===== src/rtl/prescaled_compare_timer.sv =====
// Prescaled up-counter timer with compare match, periodic/one-shot modes and a sticky irq.
// Define PRESCALED_COMPARE_TIMER_CAPTURE_EN to build the edge-triggered capture register.
module prescaled_compare_timer #(
    parameter int WIDTH       = 8,
    parameter int PRESC_WIDTH = 4
) (
    input  logic                   clk_i,
    input  logic                   rst_n_i,
    input  logic                   en_i,
    input  logic                   mode_i,
    input  logic                   load_i,
    input  logic [WIDTH-1:0]       cmp_i,
    input  logic [PRESC_WIDTH-1:0] prescale_i,
    input  logic                   irq_clr_i,
    input  logic                   capture_i,
    output logic                   tick_o,
    output logic                   irq_o,
    output logic                   running_o,
    output logic [WIDTH-1:0]       q_o,
    output logic [WIDTH-1:0]       cap_o,
    output logic                   cap_valid_o
);

    logic [WIDTH-1:0]       cmp_reg;
    logic [WIDTH-1:0]       count;
    logic [PRESC_WIDTH-1:0] psc_reg;
    logic [PRESC_WIDTH-1:0] psc_cnt;
    logic                   done;
    logic                   tick;
    logic                   irq;
    logic                   running;
    logic                   step;
    logic                   match;

    assign running = en_i & ~done;
    assign step    = running & (psc_cnt == psc_reg);
    assign match   = step & (count == cmp_reg);

    // A load restarts the period and suppresses any step in that same cycle.
    always_ff @(posedge clk_i or negedge rst_n_i) begin
        if (!rst_n_i) begin
            cmp_reg <= '1;
            psc_reg <= '0;
            psc_cnt <= '0;
            count   <= '0;
            done    <= 1'b0;
            tick    <= 1'b0;
        end else if (load_i) begin
            cmp_reg <= cmp_i;
            psc_reg <= prescale_i;
            psc_cnt <= '0;
            count   <= '0;
            done    <= 1'b0;
            tick    <= 1'b0;
        end else begin
            tick <= 1'b0;
            if (running) begin
                if (psc_cnt == psc_reg) begin
                    psc_cnt <= '0;
                end else begin
                    psc_cnt <= psc_cnt + 1'b1;
                end
            end
            if (step) begin
                if (match) begin
                    count <= '0;
                    tick  <= 1'b1;
                    if (mode_i) begin
                        done <= 1'b1;
                    end
                end else begin
                    count <= count + 1'b1;
                end
            end
        end
    end

    // Setting on a match outranks a simultaneous clear.
    always_ff @(posedge clk_i or negedge rst_n_i) begin
        if (!rst_n_i) begin
            irq <= 1'b0;
        end else if (match && !load_i) begin
            irq <= 1'b1;
        end else if (irq_clr_i) begin
            irq <= 1'b0;
        end
    end

    assign tick_o    = tick;
    assign irq_o     = irq;
    assign running_o = running;
    assign q_o       = count;

`ifdef PRESCALED_COMPARE_TIMER_CAPTURE_EN
    logic             capture_prev;
    logic [WIDTH-1:0] cap_reg;
    logic             cap_valid;

    // Rising-edge capture, independent of enable and untouched by load.
    always_ff @(posedge clk_i or negedge rst_n_i) begin
        if (!rst_n_i) begin
            capture_prev <= 1'b0;
            cap_reg      <= '0;
            cap_valid    <= 1'b0;
        end else begin
            capture_prev <= capture_i;
            cap_valid    <= 1'b0;
            if (capture_i && !capture_prev) begin
                cap_reg   <= count;
                cap_valid <= 1'b1;
            end
        end
    end

    assign cap_o       = cap_reg;
    assign cap_valid_o = cap_valid;
`else
    logic unused_capture;
    assign unused_capture = capture_i;
    assign cap_o          = '0;
    assign cap_valid_o    = 1'b0;
`endif

endmodule

===== config.mk =====
export PLATFORM = sky130hd
export DESIGN_NAME = prescaled_compare_timer
export DESIGN_NICKNAME = d
export VERILOG_FILES = /design/src/rtl/prescaled_compare_timer.sv
export SDC_FILE = /design/constraint.sdc
export NUM_CORES = 1
export LEC_CHECK = 0
export BUFFER_PORTS_ARGS = -buffer_cell sky130_fd_sc_hd__buf_2
export CORE_MARGIN = 4
export CORE_UTILIZATION = 45
export CTS_BUF_LIST = sky130_fd_sc_hd__clkbuf_4 sky130_fd_sc_hd__clkbuf_8
export DETAILED_ROUTE_END_ITERATION = 10
export GPL_TIMING_DRIVEN = 1
export PLACE_DENSITY = 0.8
export SLEW_MARGIN = 20
export SYNTH_ARGS = -nofsm -noshare
export SYNTH_HDL_FRONTEND = slang
export SYNTH_SLANG_ARGS = --single-unit

===== constraint.sdc =====
create_clock -name clk_i -period 3.6 [get_ports clk_i]
set_input_delay 0.72 -clock clk_i [delete_from_list [all_inputs] [get_ports clk_i]]
set_output_delay 0.72 -clock clk_i [all_outputs]
set_load 0.01 [all_outputs]

After elaboration in Yosys (flattened, before gate mapping)
Cells that the tools add are included.
{ "totals": {"elab_cells": 38, "input_bits": 19, "regBits": 27} }
{ "op_classes": {"n_mux": 15, "n_eq_ne": 2, "n_reduce_logical": 8, "add_sub_neg": 2, "bitwise": 4} }
{ "op_table": {"columns": ["cell", "n"], "rows": [
  ["$mux 8", 3],
  ["$mux 4", 3],
  ["$reduce_bool 2->1", 5],
  ["$mux 1", 9],
  ["$add 8x1->8 const B", 1],
  ["$eq 8x8->1", 1],
  ["$add 4x1->4 const B", 1],
  ["$eq 4x4->1", 1],
  ["$and 1x1->1", 3],
  ["$reduce_and 3->1", 1],
  ["$logic_and 1x1->1", 1],
  ["$logic_not 1->1", 1],
  ["$not 1->1", 1]
]} }

Depth between registers and ports, before layout
{ "depth": {"word_depth": 7, "mapped_depth": 6} }

Worst setup path after synthesis
Ideal clock, no wire load.
{ "synth_path": {"path_type": "input port to output port", "start": "in en_i", "end": "out running_o", "t_required_ps": 2880, "path_stages": 3, "t_arrival_ps": 1208, "path_buffers": 1, "path_slack_ps": 1672, "path_cell_list": "nand2b_1 clkbuf_1 clkinv_1"} }
{ "synth_via": {"elab_chain_cells": 1} }
{ "synth_lines": {"columns": ["item", "line", "source"], "rows": [
  ["start: declaration", "9", "input logic en_i,"],
  ["$and 1x1->1", "35", "assign running = en_i & ~done;"],
  ["end: declaration", "18", "output logic running_o,"]
]} }
Every way passes these cells.

Worst setup path in the final report
Ends and elaborated chain as after synthesis.

==> out/qor.yml <==
run_status:
  run_status: "complete, no violations"
floorplan:
  ioPinCount: 39
  dieWidth_um: 66.2
  start_util: 0.483
  core_um2: 3150
  die_area_um2: 4380
  die_h_um: 66.2
  rows: 20
critical_path:
  criticalPathCategory: "input pin to output port"
  crit_chain: "buf_2 -> nand2b_1 -> clkinv_1 -> buf_2"
  setup.worst_path.end_class: "output port"
  crit_required_ns: 2.88
  crit_path_top_delay_cell: "clkinv_1"
  path_common_cell: "buf_2"
  path_max_fanout: 16
  critical_path_arrival_ns: 1.93
  path_delay_family: "buffers and inverters"
  max_stage_delay_ns: 0.45
  start_kind: "input pin"
  path_buf_inv: 3
sta:
  tightest_slew_ns: 0.581
  hold_violations: 0
  maxSlewHeadroom: 0.613
  fin_setup_tns_ns: 0
  finalClockSkew_ns: 0.00300
  fin_crit_sh: 0.737
  period_minus_slack_ns: 2.65
  max_freq_mhz: 377
  rsz0062_at_grt: "no"
  setup_viol: 0
  drv_slew: 0
clock_tree:
  htreeDepth: 1
  cts_tree: "built"
  cts-resized-gates: 0
  cts.sinks: 27
  cts_hold_buf: 0
  post_cts_buffers: 0
  cts-buffers-inserted: 3
  cts_root_buf: "clkbuf_4"
  clk-insertion-delay-late_ns: 0.32
  cts_buffer_depth: 2
  clkTransAtPathRegs_ns: 0.14
synthesis:
  synth_area_um2: 1520
  async_flop_share: 1.00
  synth_compound_area_frac: 0.147
  synthCells: 150
  synth.area.top_cells: "dfrtp_1, dfstp_2, mux2_2, xnor2_1, buf_4"
  synth_edf_count: 0
  muxShareOfSynthArea: 0.0887
  synth_top_family_by_area: "compound AO/OA/AOI/OAI gates"
  synth_flop_cell: "dfrtp_1"
  ys_seq_area_frac: 0.450
  synth-simple-area-share: 0.142
  synth_fa_ha_area_frac: 0.0164
  synth.avg_cell_area_um2: 10.2
  synth_top_area_frac: 0.312
  yosys.area.top_type: "dfrtp_1"
  synthXorXnorAreaFrac: 0.0690
  synth_seq_cells: 27
  yosys_warnings: 0
  ys_types: 35
power_and_ir_drop:
  combPwrFrac: 0.153
  p_leak_nw: 0.693
  p_per_area_nw_per_um2: 343
  p_int_w: 0.000416
  p_sw_frac: 0.270
  p_seq_frac: 0.601
  clkPwrFrac: 0.246
  p_sw_w: 0.000154
  fin_total_pwr_w: 0.000571
  ir_drop_mv: 0.181
layout:
  fin_area_um2: 1660
  drive_gt1_frac: 0.306
  nFillCells: 294
  num_antenna_cells: 0
  final_cell_mix: "buf_2, dfrtp_1, xnor2_1, mux2_2, o21ai_0"
  stdcell_count: 214
  nets: 192
  final_common_cell: "buf_2"
  syn_to_final_growth_pct: 9.03
  fin_util: 0.527
placed_design:
  port_buffers: 28
  hpwlAfterDp_um: 2310
  gp_congestion: 0.855
  dpl.cell_count: 210
  post_dp_cell_area_um2: 1630
drt:
  ant_nets: 0
  routed_wirelength_um: 3280
  firstDrtPassIters: 5
  avgViaCountPerCell: 5.90
  vias: 1263
  route.detailed.drc: 0
  drt_iter0_markers: 74
  wl_per_cell_um: 15.3
hold_path:
  hold_class: "input pin to asynchronous set/reset pin"
global_routing:
  grt_overflow: 0
  grt_pass1_wl_um: 5460
  grt_pass1_vias: 1281
  grt_max_degree: 28
  grt_usage: 0.158
  grt_antenna_before_repair: 0
job:
  maxCapViolCount: 0
-- kinds of logic (layout without fill, tap and decap cells) --
logic type      Yosys count  in the layout
flops                    27             27
compound gates           33             33
buf+inv                  23             35
other cells               1              9
simple gates             40             40
xor+xnor                 12             12
fa+ha+maj                 2              2
mux                      12             12
-- cell usage after synthesis, drive strengths merged, types with 2 or more instances --
cell type	instances
dfrtp	19
buf	13
mux2	12
xnor2	12
o21ai	10
nand2	9
dfstp	8
clkbuf	7
nand3	7
o2111ai	7
nor2b	6
o211ai	5
a21oi	4
nand4	4
nor4	4
a31oi	2
clkinv	2
ha	2
nor2	2
nor3	2
o221ai	2
-- metal layers --
layer	wire [um]	share of wire	GRT usage	vias to the layer above
met1	1320	0.40	0.190	607
met3	249	0.076	0.0272	10
met2	1640	0.50	0.266	75
met5	0	0	0	-
met4	64	0.020	0.0812	0
li1	-	-	-	571
-- layout make-up --
type                       instances  area, um^2  share of cell area
multi-input combinational        108         739               0.445
sequential                        27         686               0.413
timing repair buffer              28         140              0.0843
tap                               44        55.1              0.0331
clock buffer                       4        30.0              0.0181
inverter                           3        11.3             0.00678
-- power by group through the flow --
stage	registers (W)	logic (W)	clock network, W
2_1_floorplan	0.000346	0.0000700	0
3_3_place_gp	0.000347	0.0000831	0
3_5_place_dp	0.000348	0.0000871	0
4_1_cts	0.000343	0.0000874	0.000144
5_1_grt	0.000346	0.0000965	0.000158
6_report	0.000343	0.0000873	0.000140
-- worst reg2reg max path: cells and delay by family, from the launching register on --
family | cells | cell delay [ns]
DFF | 1 | 0.51
xor gates and xnor gates | 1 | 0.20
and+or+nand+nor | 2 | 1.00
AOI/OAI and AO/OA | 1 | 0.20
-- worst paths after layout --
kind | startpoint | slack, ns | depth (start not counted) | endpoint
worst max-delay path | en_i | 0.95 | 4 | running_o
worst min register to register | done$_DFFE_PN0P_ | 0.51 | 1 | done$_DFFE_PN0P_
worst max register to register | q_o[3]$_DFFE_PN0P_ | 1.56 | 4 | q_o[4]$_DFFE_PN0P_
max in group asynchronous | rst_n_i | 2.85 | 1 | done$_DFFE_PN0P_
min in group clk_i | done$_DFFE_PN0P_ | 0.51 | 1 | done$_DFFE_PN0P_
worst min-delay path | rst_n_i | 0.37 | 1 | psc_reg[0]$_DFFE_PN0P_
-- through the flow --
stage          worst slack (ns)  hold slack [ns]
2_1_floorplan              1.67            0.424
3_3_place_gp               1.05            0.473
3_5_place_dp              0.983            0.480
4_1_cts                   0.970            0.391
5_1_grt                   0.871            0.402
6_report                  0.945            0.369
Note: power is estimated with default switching activity, not from simulation.
